==> src/rtl/clk_div_pkg.sv <==
// -----------------------------------------------------------------------------
// clk_div_pkg
// Shared definitions for the multi-channel clock divider:
//   CNT_W_DEF  - default width of a per-channel divide ratio
//   MAX_CH     - largest supported channel count (NUM_CH range is 1..MAX_CH)
//   ch_state_e - per-channel run state (IDLE, RUN)
// -----------------------------------------------------------------------------
package clk_div_pkg;

   localparam int CNT_W_DEF = 8;
   localparam int MAX_CH    = 16;

   typedef enum logic {
      IDLE = 1'b0,
      RUN  = 1'b1
   } ch_state_e;

endpackage : clk_div_pkg

==> src/rtl/clk_div_ch.sv <==
// -----------------------------------------------------------------------------
// clk_div_ch
// One divider channel. While enabled, counts 0..De-1 (De = max(Ds,1)) and
// produces a registered divided clock (high for ceil(De/2) cycles, low for
// floor(De/2)) and a registered one-cycle Tick on the first cycle of each
// period. The shadow ratio Ds only reloads at a period boundary, on entry to
// RUN, or on Sync, so a ratio change never distorts the period in flight.
//
// Ports:
//   Clk     in   system clock, rising edge
//   Rst_n   in   asynchronous active-low reset
//   Enable  in   run enable for this channel
//   Div     in   divide ratio D (0 behaves as 1)
//   Sync    in   restart request (only acts while enabled)
//   ClkOut  out  divided clock, registered
//   Tick    out  period-start pulse, registered
//   Active  out  channel is in RUN
// -----------------------------------------------------------------------------
module clk_div_ch
   import clk_div_pkg::*;
#(
   parameter int CNT_W = CNT_W_DEF
) (
   input  logic             Clk,
   input  logic             Rst_n,
   input  logic             Enable,
   input  logic [CNT_W-1:0] Div,
   input  logic             Sync,
   output logic             ClkOut,
   output logic             Tick,
   output logic             Active
);

   ch_state_e        state_q, state_d;
   logic [CNT_W-1:0] cnt_q, cnt_d;
   logic [CNT_W-1:0] ds_q, ds_d;
   logic             clkout_q, clkout_d;
   logic             tick_q, tick_d;

   logic [CNT_W-1:0] de_q;     // effective ratio of the current period
   logic [CNT_W-1:0] de_d;     // effective ratio of the period after this edge
   logic [CNT_W:0]   half_d;   // ceil(de_d/2), one bit wider to hold the carry
   logic             run_d;

   always_comb begin
      // NOTE: every combinational output is given a default before any branch,
      // so no path leaves a signal unassigned and no latch is inferred.
      state_d  = state_q;
      cnt_d    = cnt_q;
      ds_d     = ds_q;

      de_q     = (ds_q == '0) ? CNT_W'(1) : ds_q;

      case (state_q)
         IDLE: begin
            if (Enable) begin
               state_d = RUN;
               cnt_d   = '0;
               ds_d    = Div;
            end
         end
         RUN: begin
            if (!Enable) begin
               state_d = IDLE;
               cnt_d   = '0;
            end else if (Sync || (cnt_q >= de_q - 1'b1)) begin
               // Sync landing on a natural wrap gives the same result, so only
               // one Tick is produced.
               cnt_d = '0;
               ds_d  = Div;
            end else begin
               cnt_d = cnt_q + 1'b1;
            end
         end
         default: begin
            state_d = IDLE;
            cnt_d   = '0;
         end
      endcase

      // Outputs are registered, so they are derived from the next-state values
      // and appear in the cycle that the new cnt/Ds describe.
      de_d     = (ds_d == '0) ? CNT_W'(1) : ds_d;
      half_d   = ({1'b0, de_d} + (CNT_W+1)'(1)) >> 1;
      run_d    = (state_d == RUN);
      tick_d   = run_d && (cnt_d == '0);
      clkout_d = run_d && ({1'b0, cnt_d} < half_d);
   end

   // NOTE: sequential state uses non-blocking assignments so every register
   // samples the pre-edge values, independent of statement order.
   always_ff @(posedge Clk or negedge Rst_n) begin
      if (!Rst_n) begin
         state_q  <= IDLE;
         cnt_q    <= '0;
         ds_q     <= '0;
         clkout_q <= 1'b0;
         tick_q   <= 1'b0;
      end else begin
         state_q  <= state_d;
         cnt_q    <= cnt_d;
         ds_q     <= ds_d;
         clkout_q <= clkout_d;
         tick_q   <= tick_d;
      end
   end

   assign ClkOut = clkout_q;
   assign Tick   = tick_q;
   assign Active = (state_q == RUN);

endmodule : clk_div_ch

==> src/rtl/clk_div_gen.sv <==
// -----------------------------------------------------------------------------
// clk_div_gen
// NUM_CH independent clock dividers sharing one clock, reset and Sync.
// NUM_CH must lie in 1..MAX_CH.
//
// Ports:
//   Clk     in   system clock, rising edge
//   Rst_n   in   asynchronous active-low reset
//   Enable  in   [NUM_CH]          per-channel run enable
//   Div     in   [NUM_CH*CNT_W]    per-channel ratio, channel i at
//                                  Div[i*CNT_W +: CNT_W]
//   Sync    in   restart all enabled channels phase-aligned
//   ClkOut  out  [NUM_CH]          divided clocks, registered
//   Tick    out  [NUM_CH]          period-start pulses, registered
//   Active  out  [NUM_CH]          channel running
// -----------------------------------------------------------------------------
module clk_div_gen
   import clk_div_pkg::*;
#(
   parameter int NUM_CH = 4,
   parameter int CNT_W  = CNT_W_DEF
) (
   input  logic                    Clk,
   input  logic                    Rst_n,
   input  logic [NUM_CH-1:0]       Enable,
   input  logic [NUM_CH*CNT_W-1:0] Div,
   input  logic                    Sync,
   output logic [NUM_CH-1:0]       ClkOut,
   output logic [NUM_CH-1:0]       Tick,
   output logic [NUM_CH-1:0]       Active
);

   for (genvar i = 0; i < NUM_CH; i++) begin : g_ch
      clk_div_ch #(
         .CNT_W (CNT_W)
      ) u_ch (
         .Clk    (Clk),
         .Rst_n  (Rst_n),
         .Enable (Enable[i]),
         .Div    (Div[i*CNT_W +: CNT_W]),
         .Sync   (Sync),
         .ClkOut (ClkOut[i]),
         .Tick   (Tick[i]),
         .Active (Active[i])
      );
   end

endmodule : clk_div_gen

==> config.mk <==
export PLATFORM = sky130hd
export DESIGN_NAME = clk_div_gen
export DESIGN_NICKNAME = d
export VERILOG_FILES = /design/src/rtl/clk_div_pkg.sv /design/src/rtl/clk_div_ch.sv /design/src/rtl/clk_div_gen.sv
export SDC_FILE = /design/constraint.sdc
export NUM_CORES = 1
export LEC_CHECK = 0
export CORE_MARGIN = 5
export CORE_UTILIZATION = 55
export CTS_BUF_LIST = sky130_fd_sc_hd__clkbuf_4 sky130_fd_sc_hd__clkbuf_8 sky130_fd_sc_hd__clkbuf_16
export DETAILED_ROUTE_END_ITERATION = 8
export DONT_BUFFER_PORTS = 1
export PLACE_DENSITY = 0.7
export SLEW_MARGIN = 15
export SYNTH_ARGS = -nofsm -noshare
export SYNTH_HDL_FRONTEND = slang
export SYNTH_HIERARCHICAL = 1
export SYNTH_SLANG_ARGS = --single-unit
==> constraint.sdc <==
create_clock -name Clk -period 5.35 [get_ports Clk]
set_input_delay 0.2675 -clock Clk [delete_from_list [all_inputs] [get_ports Clk]]
set_output_delay 0.2675 -clock Clk [all_outputs]
set_load 0.02 [all_outputs]
==> After elaboration in Yosys (flattened, before gate mapping) <==
Cells that the tools add are included.
{ "word_totals": {"ff_bits": 76, "n_memories": 0, "latchBits": 0, "inputBits": 39, "out_inout_bits": 12, "ramBits": 0, "word_cells": 112, "rom_bits": 0} }
{ "op_classes": {"multipliers": 0, "eq_ne": 0, "muxes": 44, "n_shift": 0, "div_mod_pow": 0, "n_addsub": 12, "n_reduce_logical": 24, "bitwise_logic": 4, "n_lt_le_gt_ge": 8} }
{ "ops": {"columns": ["cell", "count"], "rows": [
  ["$mux W8", 32],
  ["$pmux W8 S2", 8],
  ["$logic_not A8 Y1", 12],
  ["$add A8 B1 Y9 const B", 4],
  ["$add A8 B1 Y8 const B", 4],
  ["$ge A8 B8 Y1", 4],
  ["$lt A8 B8 Y1", 4],
  ["$sub A8 B1 Y8 const B", 4],
  ["$logic_and A1 B1 Y1", 8],
  ["$logic_or A1 B1 Y1", 4],
  ["$mux W1", 4],
  ["$not A1 Y1", 4]
]} }

==> Logic depth before layout (Yosys ltp) <==
Gate-level depths: netlist of run 1.
{ "logic_depth": {"depth_word": 13, "depth_mapped": 22, "mapped_depth_nobuf": 21} }

==> By module <==
Netlist of run 1, hierarchy kept.
{ "modules_own_cells": {"columns": ["mod", "cells_each", "area_each_um2", "instances", "seq_area_each_um2"], "rows": [
  ["clk_div_ch", 167, 1604.0, 4, 475.5]
]} }

==> Least setup slack after synthesis of run 1 <==
Ideal clock, no wire load.
{ "synth_path": {"kind": "register -> register", "start": "reg g_ch[0].u_ch.ds_q[3]", "end": "reg g_ch[0].u_ch.clkout_q", "synth_period_minus_slack_ns": 4.036, "setup_ns": 0.123, "arrival_ns": 3.912, "path_stages_with_launch": 21, "setup_slack_ns": 1.314, "path_cell_list": "dfrtp_1 -> buf_2 -> nor2_1 -> nand2_1 -> nor3_1 -> a21oi_1 -> ha_1 -> xnor2_1 -> ha_1 -> and3_1 -> o21ai_2 -> a31oi_4 -> o21ai_4 -> mux2_4 -> xor2_1 -> ha_1 -> nand3_1 -> a2111oi_0 -> mux2i_1 -> a31oi_1 -> nor2_1"} }
{ "synth_between": {"elab_chain_len": 13} }
{ "synth_lines": {"columns": ["element", "line_no", "rtl"], "rows": [
  ["from (decl)", "clk_div_ch.sv:36", "logic [CNT_W-1:0] ds_q, ds_d;"],
  ["from (signal assigned)", "clk_div_ch.sv:102", "ds_q <= ds_d;"],
  ["$logic_not A8 Y1", "clk_div_ch.sv:52", "de_q = (ds_q == '0) ? CNT_W'(1) : ds_q;"],
  ["$mux W8 *", "clk_div_ch.sv:52", null],
  ["$sub A8 B1 Y8 *", "clk_div_ch.sv:66", "end else if (Sync || (cnt_q >= de_q - 1'b1)) begin"],
  ["$ge A8 B8 Y1 *", "clk_div_ch.sv:66", null],
  ["$logic_or A1 B1 Y1 *", "clk_div_ch.sv:66", null],
  ["$mux W8 *", "clk_div_ch.sv:66", null],
  ["$mux W8 *", "clk_div_ch.sv:63", "if (!Enable) begin"],
  ["$pmux W8 S2 *", "clk_div_ch.sv:54", "case (state_q)"],
  ["named net g_ch[0].u_ch.ds_d[2]", "clk_div_ch.sv:36", null],
  ["$logic_not A8 Y1", "clk_div_ch.sv:83", "de_d = (ds_d == '0) ? CNT_W'(1) : ds_d;"],
  ["$mux W8 *", "clk_div_ch.sv:83", null],
  ["$add A8 B1 Y9 *", "clk_div_ch.sv:84", "half_d = ({1'b0, de_d} + (CNT_W+1)'(1)) >> 1;"],
  ["$lt A8 B8 Y1 *", "clk_div_ch.sv:87", "clkout_d = run_d && ({1'b0, cnt_d} < half_d);"],
  ["$logic_and A1 B1 Y1 *", "clk_div_ch.sv:87", null],
  ["named net g_ch[0].u_ch.clkout_d", "clk_div_ch.sv:37", "logic clkout_q, clkout_d;"],
  ["to (signal assigned)", "clk_div_ch.sv:103", "clkout_q <= clkout_d;"],
  ["to (decl)", "clk_div_ch.sv:37", null]
]} }
Mark *: on every way through the listed nets, which the timed path passes. The rest lies on a longest branch.

==> Final worst setup path of run 1 <==
{ "layout_path": {"start": "reg g_ch[3].u_ch.ds_q[3]", "end": "reg g_ch[3].u_ch.clkout_q"} }
{ "layout_between": {"elab_chain_len": 13} }
{ "layout_lines": {"columns": ["element", "line_no"], "rows": [
  ["from (decl)", "clk_div_ch.sv:36"],
  ["from (signal assigned)", "clk_div_ch.sv:102"],
  ["$logic_not A8 Y1", "clk_div_ch.sv:52"],
  ["$mux W8 *", "clk_div_ch.sv:52"],
  ["$sub A8 B1 Y8 *", "clk_div_ch.sv:66"],
  ["$ge A8 B8 Y1 *", "clk_div_ch.sv:66"],
  ["$logic_or A1 B1 Y1 *", "clk_div_ch.sv:66"],
  ["$mux W8 *", "clk_div_ch.sv:66"],
  ["$mux W8 *", "clk_div_ch.sv:63"],
  ["$pmux W8 S2 *", "clk_div_ch.sv:54"],
  ["named net g_ch[3].u_ch.ds_d[2]", "clk_div_ch.sv:36"],
  ["$logic_not A8 Y1", "clk_div_ch.sv:83"],
  ["$mux W8 *", "clk_div_ch.sv:83"],
  ["$add A8 B1 Y9 *", "clk_div_ch.sv:84"],
  ["$lt A8 B8 Y1 *", "clk_div_ch.sv:87"],
  ["$logic_and A1 B1 Y1 *", "clk_div_ch.sv:87"],
  ["named net g_ch[3].u_ch.clkout_d", "clk_div_ch.sv:37"],
  ["to (signal assigned)", "clk_div_ch.sv:103"],
  ["to (decl)", "clk_div_ch.sv:37"]
]} }
Marked as above.

==> metrics.cfg, run 1 <==
[setup_path]
cp-start-kind = register
cpPeakStageDelay_ns = 0.50
r2r_start = g_ch[3].u_ch/ds_q[3]$_DFF_PN0_
worst_path_most_repeated_cell = ha_1
r2r_end = g_ch[3].u_ch/ClkOut$_DFF_PN0_
slowest_stage = o21ai_4
arrival_ns = 4.89
cp_top_family = compound AO/OA/AOI/OAI gates
critPathBufInv = 0
ff2ff_setup_slack_ns = 0.69
r2r_cells = 19
worstSetupPathType = reg2reg
worst-path-stages = 19
end_kind = register
path_max_fanout = 19
worstPathCellList = nor2_1 -> nand2_1 -> nor3_1 -> a21oi_1 -> ha_1 -> xnor2_1 -> ha_1 -> and3_1 -> o21ai_2 -> a31oi_4 -> o21ai_4 -> mux2_4 -> xor2_1 -> ha_1 -> nand3_1 -> a2111oi_0 -> mux2i_1 -> a31oi_1 -> nor2_1
required_ns = 5.58

[worst_hold_path]
min_path_cells = 1
min_to = g_ch[1].u_ch/ds_q[5]$_DFF_PN0_
hold_path_class = in2reg
min_from = Div[13]

[synth]
netlist_instances = 668
synth_top_family_by_area = compound AO/OA/AOI/OAI gates
synth_cell_types = 41
synth_seq_area_share_pct = 29.6
synth_compound_area_share_pct = 19.0
synthSimpleGateAreaFrac_pct = 18.9
synthAdderAreaFrac_pct = 13.3
synth_xor_area_share_pct = 9.28
synth-seq-cells = 76
syn_area_sq_mm = 0.00642
ys.warnings.count = 6
avgSynthCellArea_sq_um = 9.61
muxShareOfSynthArea_pct = 8.03
synth_nets = 775

[cts]
cts.sinks = 76
cts_buffers = 9
cts.path.max_buffers = 2
cts_tree = built
clock_latency_ns = 0.34
clk_pin_slew_worst_paths_ns = 0.06
htreeDepth = 3
root_buffer = clkbuf_16

[timing]
fmax_mhz = 214
setup-tns-final_ns = 0
worst_clock_skew_ns = 0.00587
grt_setup_unrepaired = no
timing.final.crit_period_ns = 4.66
finalSetupViolCount = 0
final.period_utilization_pct = 87.2
tightestPinTransition_ns = 0.600
relSlewSlack_pct = 59.9
timing_hold_violations_final = 0
maxSlewViolCount = 0

[detailed_routing]
ant_nets = 0
drt-initial-drc-count = 425
wire_per_inst_microns = 17.8
vias = 5188
wl_mm = 14.7
first_pass_iters = 5
drt-vias-per-instance = 6.27
drc = 0

[die]
die_width_microns = 118
io_pins = 51
core_sq_mm = 0.0114
core.rowCount = 39
die_area_sq_mm = 0.0139
initial_core_util_pct = 56.2
die_h_microns = 118

[pwr]
vdd.ir_drop.worst_v = 0.000225
leakagePower_nw = 3.02
power_density_mw_per_mm2 = 251

[placed_design]
dp.final_hpwl_mm = 11.4
port_buffers = 0
gp_congestion = 0.874
place_inst = 805

[global_routing]
grt_pass1_vias = 5238
grt_usage_pct = 21.7
grt_first_pass_wirelength_mm = 25.3
grt-ovfl-total = 0
grt_max_degree = 77
antenna_found_initial = 0

[cells_and_area]
multi_input_area_sq_mm = 0.00439
drive_gt1_share_pct = 14.5
regArea_sq_mm = 0.00190
nets = 786
layoutNonFillerInstCount = 827
antenna_cells = 0
areaGrowthSynthToFinish_pct = 8.25
fill_cells = 970

[status]
status = finished clean

[run]
drv_cap = 0

[per-layer routing]
layer  wire length (microns)  GRT usage (%)  vias up
li1                        -              -     2529
met1                    6410           27.4     2501
met2                    7270           36.4      131
met3                     709           5.14       27
met4                     314           7.46        0
met5                       0              0        -
[worst register-to-register path: stages, from the launching register on]
cell       delay, ns
dfrtp_1         0.46
nor2_1          0.19
nand2_1         0.09
nor3_1          0.23
a21oi_1         0.16
ha_1            0.24
xnor2_1         0.14
ha_1            0.30
and3_1          0.20
o21ai_2         0.19
a31oi_4         0.13
o21ai_4         0.50
mux2_4          0.37
xor2_1          0.16
ha_1            0.28
nand3_1         0.14
a2111oi_0       0.42
mux2i_1         0.12
a31oi_1         0.16
nor2_1          0.07
[worst max path at each step]
stage,startpoint,to,slack [ns]
global placement,g_ch[0].u_ch/ds_q[3]$_DFF_PN0_,g_ch[0].u_ch/ClkOut$_DFF_PN0_,0.80
finish,g_ch[3].u_ch/ds_q[3]$_DFF_PN0_,g_ch[3].u_ch/ClkOut$_DFF_PN0_,0.69
detailed placement,g_ch[3].u_ch/ds_q[3]$_DFF_PN0_,g_ch[3].u_ch/ClkOut$_DFF_PN0_,0.72
CTS,g_ch[3].u_ch/ds_q[3]$_DFF_PN0_,g_ch[3].u_ch/ClkOut$_DFF_PN0_,0.68
floorplan,g_ch[0].u_ch/ds_q[3]$_DFF_PN0_,g_ch[0].u_ch/ClkOut$_DFF_PN0_,1.31
global route,g_ch[3].u_ch/ds_q[3]$_DFF_PN0_,g_ch[3].u_ch/ClkOut$_DFF_PN0_,0.35
[cells by family (layout without fill, tap and decap cells)]
| group | count (synthesis) | count (layout) |
|---|---|---|
| buffers and inverters | 28 | 44 |
| xor gates and xnor gates | 68 | 68 |
| DFF | 76 | 76 |
| muxes | 44 | 44 |
| AOI/OAI and AO/OA | 148 | 148 |
| adders and majority gates | 68 | 68 |
| and+or+nand+nor | 236 | 236 |
[metrics by stage]
step	setup WS [ns]	hold WS [ns]	utilization (%)	total power [mW]	area (sq um)
2_1_floorplan	1.31	-0.0281	-	1.02	6420
3_3_place_gp	0.797	-0.0261	57.5	1.08	6560
3_5_place_dp	0.719	-0.0259	57.5	1.10	6560
4_1_cts	0.677	0.0537	60.8	1.76	6950
5_1_grt	0.352	0.0536	60.8	1.85	6950
6_report	0.686	0.0685	60.8	1.74	6950
[report_power, final]
group	total [mW]	internal, mW	switching [mW]	leakage (nW)
sequential	0.692	0.617	0.0745	0.960
combinational	0.421	0.199	0.222	1.90
clock	0.629	0.390	0.239	0.152
total	1.74	1.21	0.536	3.02
[flip-flops by register name (all words and copies together), names as in the netlist]
name              cells
g_ch.u_ch/Active      4
g_ch.u_ch/ClkOut      4
g_ch.u_ch/Tick        4
g_ch.u_ch/cnt_q      32
g_ch.u_ch/ds_q       32
[cell usage in the layout, fill, tap and decap left out, types with 9 or more instances in the layout]
| cell type | count |
|---|---|
| xnor2_1 | 48 |
| clkbuf_16 | 9 |
| inv_1 | 20 |
| ha_1 | 68 |
| nor4_1 | 20 |
| nand3_1 | 20 |
| a21oi_1 | 20 |
| o21ai_0 | 24 |
| nor3_1 | 12 |
| dfrtp_1 | 76 |
| and3_1 | 40 |
| nand2b_1 | 12 |
| a31oi_1 | 12 |
| xor2_1 | 20 |
| o31ai_1 | 20 |
| nor2_1 | 56 |
| nand2_1 | 52 |
| mux2_2 | 28 |
[repair_timing]
action / 4_1_cts / 5_1_grt
endpoints found under the hold margin: 80 / 0
resized for setup: 0 / 0
buffers inserted: 0 / 0
hold buffers: 6 / 0
[synth_stat cells (all sizes together)]
cell type / count / area, sq um
a31oi: 16 / 160
xnor2: 48 / 420
nor3b: 4 / 50.1
mux2i: 8 / 80.1
o22a: 8 / 70.1
nand2b: 12 / 75.1
nand4: 4 / 25.0
nor4: 20 / 125
o31ai: 20 / 150
nor2b: 4 / 25.0
o2111ai: 4 / 35.0
a21o: 8 / 60.1
nor2: 60 / 235
a31o: 4 / 35.0
a32o: 4 / 40.0
buf: 8 / 50.1
mux2: 36 / 435
inv: 20 / 75.1
o41ai: 4 / 65.1
a2111oi: 4 / 35.0
or2: 4 / 25.0
nand3: 20 / 100
a21oi: 20 / 100
o211ai: 8 / 100
a211oi: 8 / 60.1
nor3: 12 / 60.1
a41oi: 4 / 65.1
xor2: 20 / 175
dfrtp: 76 / 1900
nand2: 56 / 240
o21ai: 36 / 240
and3: 40 / 250
ha: 68 / 851
[area by class of cell]
class	count	share of cell area (%)
inverters	20	1.08
clock buffers	12	3.75
multi-input cells	564	63.2
well taps	143	2.58
clock inverters	4	0.685
flip-flops and latches	76	27.4
repair buffers	8	1.33
Power figures use the tool's default switching activity.
==> inputs of run 2 (changes only) <==
- clock period: 5.35 -> 5.54 ns (I/O delays scaled with it)
==> run 2 against run 1 <==
- final area hardly changed
- sequential cell count stayed put
- global-route usage is 0.058 points lower
- clock power is 0.8% higher
- clock-buffer cell count is 3 lower
- cell count is 0.24% lower
- die area stayed put
- critical endpoint is now g_ch[2].u_ch/ClkOut$_DFF_PN0_
- highest routed layer unchanged
==> metrics.cfg, run 2 (same netlist as run 1, synthesis figures left out) <==
[status]
status = finished clean

[cts]
postCtsHoldBufs = 6  ; unchanged
clock_latency_ns = 0.34  ; about the same
cts_resized = 0  ; unchanged
cts_setup_buffers = 0  ; unchanged
cts_buffers = 9  ; unchanged
htreeDepth = 3  ; unchanged
cts.sinks = 76  ; unchanged
cts_tree = built
root_buffer = clkbuf_16
cts.path.max_buffers = 2  ; unchanged
clk_pin_slew_worst_paths_ns = 0.06  ; about the same

[detailed_routing]
drt-vias-per-instance = 6.27  ; -0.12%
wire_per_inst_microns = 17.8  ; +0.29%
first_pass_iters = 5  ; unchanged
wl_mm = 14.7  ; about the same
ant_nets = 0  ; unchanged
drc = 0  ; unchanged
drt-initial-drc-count = 485  ; +14%
vias = 5169  ; -0.37%

[timing]
timing.final.crit_period_ns = 4.79  ; +0.129 ns
whs_ns = 0.0814  ; +0.0129 ns
worst_clock_skew_ns = 0.00675  ; +0.000883 ns
fmax_mhz = 209  ; -2.7%
setup_slack_ns = 0.747  ; +0.0607 ns
grt_setup_unrepaired = no
tightestPinTransition_ns = 0.641  ; +0.0410 ns
finalSetupViolCount = 0  ; unchanged
relSlewSlack_pct = 56.9  ; -2.9 points
maxSlewViolCount = 0  ; unchanged
final.period_utilization_pct = 86.5  ; -0.66 points
setup-tns-final_ns = 0  ; unchanged
timing_hold_violations_final = 0  ; unchanged

[die]
die_width_microns = 118  ; unchanged
initial_core_util_pct = 56.2  ; unchanged
core.rowCount = 39  ; unchanged
die_h_microns = 118  ; unchanged
core_sq_mm = 0.0114  ; unchanged
io_pins = 51  ; unchanged
die_area_sq_mm = 0.0139  ; unchanged

[setup_path]
path_max_fanout = 19  ; unchanged
arrival_ns = 5.02  ; +0.13 ns
end_kind = register
required_ns = 5.76  ; +0.18 ns
ff2ff_setup_slack_ns = 0.75  ; +0.06 ns
worstSetupPathType = reg2reg
r2r_start = g_ch[2].u_ch/ds_q[3]$_DFF_PN0_
cp-start-kind = register
crit_start = g_ch[2].u_ch/ds_q[3]$_DFF_PN0_

[cells_and_area]
drive_gt1_share_pct = 14.2  ; -0.25 points
layout_commonest_cell = dfrtp_1
fill_cells = 965  ; -0.52%
layoutNonFillerInstCount = 825  ; -0.24%
nets = 784  ; -0.25%
areaGrowthSynthToFinish_pct = 8.15  ; about the same
final_cell_mix = dfrtp_1, ha_1, nor2_1, nand2_1, xnor2_1
fin_area_sq_mm = 0.00694  ; about the same
antenna_cells = 0  ; unchanged
top_regs = g_ch.u_ch/cnt_q (32), g_ch.u_ch/ds_q (32)
final_core_util_pct = 60.8  ; about the same

[placed_design]
dp_slack_ns = 0.775  ; +0.0562 ns
postPlaceCellArea_sq_mm = 0.00655  ; -0.23%
dp.final_hpwl_mm = 11.3  ; -0.76%
port_buffers = 0  ; unchanged
gp_congestion = 0.868  ; -0.69%
place_inst = 803  ; -0.25%

[pwr]
leakagePower_nw = 3.01  ; -0.20%
power_density_mw_per_mm2 = 246  ; -1.9%
power_mw = 1.71  ; -2.0%
vdd.ir_drop.worst_v = 0.000188  ; -16%

[global_routing]
grt_usage_pct = 21.6  ; -0.058 points
antenna_found_initial = 0  ; unchanged
grt_pass1_vias = 5076  ; -3.1%
grt_max_degree = 77  ; unchanged
grt-ovfl-total = 0  ; unchanged
grt_first_pass_wirelength_mm = 25.1  ; -0.96%

[worst_hold_path]
min_from = Div[13]
hold_path_class = in2reg

[run]
drv_cap = 0  ; unchanged

## run 2: changes by cell type in the layout (fill, tap and decap cells not counted), sizes merged
cell and change:
buf -2, bufinv +1, clkbuf -3, clkinv +2
## run 2: cell type report
class                           instances  area, sq um  area share (%)
Multi-Input combinational cell        564         4390            63.3
Tap cell                              143          179            2.58
Sequential cell                        76         1900            27.4
Clock buffer                            9          225            3.25
Timing Repair Buffer                    6         77.6            1.12
Clock inverter                          7         91.3            1.32
Inverter                               20         75.1            1.08
## run 2: final timing paths
path                                              endpoint  depth (start not counted)
max in group asynchronous   g_ch[0].u_ch/ds_q[3]$_DFF_PN0_                          2
min reg2reg                g_ch[1].u_ch/cnt_q[7]$_DFF_PN0_                          1
min in group asynchronous  g_ch[1].u_ch/cnt_q[0]$_DFF_PN0_                          2
max                          g_ch[2].u_ch/ClkOut$_DFF_PN0_                         19
max reg2reg                  g_ch[2].u_ch/ClkOut$_DFF_PN0_                         19
min                         g_ch[1].u_ch/ds_q[5]$_DFF_PN0_                          1
## run 2: power breakdown
part / total [mW] / internal (mW) / switching, mW
Clock: 0.634 / 0.393 / 0.241
Combinational: 0.404 / 0.190 / 0.214
Sequential: 0.668 / 0.596 / 0.0722
Total: 1.71 / 1.18 / 0.528
## run 2: critical path: stages (launching register included)
cell and delay, ns:
dfrtp_1 0.47, nor2_1 0.18, nand2_1 0.09, nor3_1 0.24, a21oi_1 0.17, ha_1 0.24, xnor2_1 0.18, ha_1 0.28
and3_1 0.20, o21ai_2 0.18, a31oi_4 0.13, o21ai_4 0.51, mux2_4 0.37, xor2_1 0.17, ha_1 0.27, nand3_1 0.15
a2111oi_0 0.47, mux2i_1 0.15, a31oi_1 0.16, nor2_1 0.07
## run 2: metal layers
layer,global-route usage [%],wire [microns],up-vias
li1,-,-,2520
met1,28.6,6570,2457
met2,34.2,6990,159
met3,5.05,777,33
met4,8.75,380,0
met5,0,0,-
==> inputs of run 3 (changes only) <==
- CELL_PAD_IN_SITES_DETAIL_PLACEMENT: default -> 1
- CELL_PAD_IN_SITES_GLOBAL_PLACEMENT: default -> 1
- MAX_ROUTING_LAYER: default -> met4
- PLACE_DENSITY: 0.7 -> default
- PLACE_DENSITY_LB_ADDON: default -> 0.1
==> run 3 against run 2 <==
- non-clock buffer count unchanged
- first-iteration DRC count down 41%
- sequential cell count stayed put
- maximum frequency fell by 8.0%
- die area did not move
- hold slack worse by 0.00066 ns
- critical path type unchanged
==> metrics.cfg, run 3 (same netlist as run 1, synthesis figures left out) <==
[status]
status = finished clean

[cts]
postCtsHoldBufs = 6  ; unchanged
cts_buffers = 9  ; unchanged
htreeDepth = 3  ; unchanged
cts.path.max_buffers = 2  ; unchanged
cts_resized = 0  ; unchanged
root_buffer = clkbuf_16
clock_latency_ns = 0.33  ; about the same
clk_pin_slew_worst_paths_ns = 0.06  ; about the same
cts_tree = built
cts.sinks = 76  ; unchanged
cts_setup_buffers = 0  ; unchanged

[timing]
timing_hold_violations_final = 0  ; unchanged
timing.final.crit_period_ns = 5.21  ; +0.419 ns
relSlewSlack_pct = 55.0  ; -1.9 points
setup-tns-final_ns = 0  ; unchanged
grt_setup_unrepaired = no
fmax_mhz = 192  ; -8.0%
worst_clock_skew_ns = 0.00494  ; -0.00181 ns
maxSlewViolCount = 0  ; unchanged
finalSetupViolCount = 0  ; unchanged
tightestPinTransition_ns = 0.657  ; +0.0167 ns
final.period_utilization_pct = 94.1  ; +7.6 points

[detailed_routing]
ant_nets = 0  ; unchanged
vias = 5353  ; +3.6%
first_pass_iters = 4  ; -1
drt-initial-drc-count = 287  ; -41%
drt-vias-per-instance = 6.49  ; +3.6%
wl_mm = 17.6  ; +20%
drc = 0  ; unchanged
wire_per_inst_microns = 21.4  ; +20%

[pwr]
p_comb_share_pct = 24.4  ; +0.7 points
p_int_mw = 1.19  ; +0.84%
seqPwrFrac_pct = 38.6  ; -0.6 points
leakagePower_nw = 3.01  ; -0.10%
power.switching_mw = 0.550  ; +4.3%
clockPowerShare_pct = 37.0  ; -0.2 points
vdd.ir_drop.worst_v = 0.000153  ; -19%
swShare_pct = 31.6  ; +0.72 points
power_density_mw_per_mm2 = 250  ; +1.8%

[global_routing]
grt_first_pass_wirelength_mm = 29.6  ; +18%
grt_usage_pct = 26.2  ; +4.6 points
antenna_found_initial = 0  ; unchanged
grt_max_degree = 77  ; unchanged
grt_pass1_vias = 5843  ; +15%
grt-ovfl-total = 0  ; unchanged

[setup_path]
worst_path_most_repeated_cell = ha_1
worstSetupPathType = reg2reg
end_kind = register
slowest_stage = a2111oi_0
path_max_fanout = 19  ; unchanged
cp-start-kind = register
cpPeakStageDelay_ns = 0.65  ; +0.14 ns
worstPathCellList = nor2_1 -> nand2_1 -> nor3_1 -> a21oi_1 -> ha_1 -> xnor2_1 -> ha_1 -> and3_1 -> o21ai_2 -> a31oi_4 -> o21ai_4 -> mux2_4 -> xor2_1 -> ha_1 -> nand3_1 -> a2111oi_0 -> mux2i_1 -> a31oi_1 -> nor2_1
required_ns = 5.76  ; about the same
arrival_ns = 5.43  ; +0.41 ns

[cells_and_area]
final_cell_mix = dfrtp_1, ha_1, nor2_1, nand2_1, xnor2_1
drive_gt1_share_pct = 14.2  ; unchanged
areaGrowthSynthToFinish_pct = 8.23  ; about the same
top_regs = g_ch.u_ch/cnt_q (32), g_ch.u_ch/ds_q (32)
nets = 784  ; unchanged
layout_commonest_cell = dfrtp_1
multi_input_area_sq_mm = 0.00439  ; unchanged
antenna_cells = 0  ; unchanged
final_core_util_pct = 60.8  ; about the same
regArea_sq_mm = 0.00190  ; unchanged
layoutNonFillerInstCount = 825  ; unchanged
fill_cells = 1309  ; +36%
fin_area_sq_mm = 0.00694  ; about the same

[placed_design]
place_inst = 803  ; unchanged
port_buffers = 0  ; unchanged
postPlaceCellArea_sq_mm = 0.00655  ; unchanged
dp.final_hpwl_mm = 13.5  ; +19%
gp_congestion = 0.892  ; +2.8%

[die]
die_h_microns = 118  ; unchanged
core.rowCount = 39  ; unchanged
die_width_microns = 118  ; unchanged
io_pins = 51  ; unchanged
initial_core_util_pct = 56.2  ; unchanged
die_area_sq_mm = 0.0139  ; unchanged
core_sq_mm = 0.0114  ; unchanged

[worst_hold_path]
hold_path_class = in2reg

[run]
drv_cap = 0  ; unchanged

-- run 3: cell count changes in the layout (fill, tap and decap cells not counted) --
cell,delta
clkinvlp_4,+1
clkinv_2,-2
clkbuf_4,+1
-- run 3: metrics by stage --
step	power (mW)	hold WS, ns	worst slack, ns
after floorplan	0.985	-0.0186	1.50
after global placement	1.05	-0.0162	0.871
after detailed placement	1.08	-0.0166	0.545
after CTS	1.75	0.0708	0.401
after global routing	1.83	0.0744	0.0238
final	1.74	0.0808	0.327
-- run 3: cell type report --
class,instances,area share [%]
tap,143,2.58
sequential,76,27.4
clock buffer,10,3.35
multi-input combinational,564,63.2
clock inverter,6,1.28
inverter,20,1.08
timing repair buffer,6,1.12
-- run 3: layer usage --
| metal | wire [microns] | GRT usage (%) | up-vias |
|---|---|---|---|
| met3 | 633 | 3.84 | 33 |
| met5 | 0 | - | - |
| met4 | 402 | 8.53 | 0 |
| met2 | 8990 | 44.6 | 120 |
| li1 | - | - | 2513 |
| met1 | 7610 | 32.0 | 2687 |
-- run 3: path summary, 6_finish.rpt --
check / startpoint / to / slack (ns) / cells past startpoint
worst min-delay path: Enable[0] / g_ch[0].u_ch/Tick$_DFF_PN0_ / 0.08 / 2
worst max-delay path: g_ch[1].u_ch/ds_q[2]$_DFF_PN0_ / g_ch[1].u_ch/ClkOut$_DFF_PN0_ / 0.33 / 19
worst min register to register: g_ch[3].u_ch/cnt_q[7]$_DFF_PN0_ / g_ch[3].u_ch/cnt_q[7]$_DFF_PN0_ / 0.58 / 1
worst max register to register: g_ch[1].u_ch/ds_q[2]$_DFF_PN0_ / g_ch[1].u_ch/ClkOut$_DFF_PN0_ / 0.33 / 19
max in group asynchronous: Rst_n / g_ch[1].u_ch/cnt_q[4]$_DFF_PN0_ / 4.70 / 2
min in group asynchronous: Rst_n / g_ch[2].u_ch/ds_q[3]$_DFF_PN0_ / 0.47 / 2
-- run 3: worst max-delay path: cells and delay by family, from the launching register on --
kind	cells	cell delay (ns)
AOI/OAI and AO/OA	6	1.86
xor gates and xnor gates	2	0.38
adders and majority gates	3	0.83
DFF	1	0.46
muxes	2	0.53
and+or+nand+nor	6	1.04
-- run 3: power groups by stage --
stage / logic [mW] / clock network (mW) / registers (mW)
6_report: 0.425 / 0.642 / 0.671
5_1_grt: 0.472 / 0.682 / 0.678
4_1_cts: 0.427 / 0.655 / 0.670
3_5_place_dp: 0.402 / 0 / 0.680
3_3_place_gp: 0.372 / 0 / 0.675
2_1_floorplan: 0.333 / 0 / 0.652
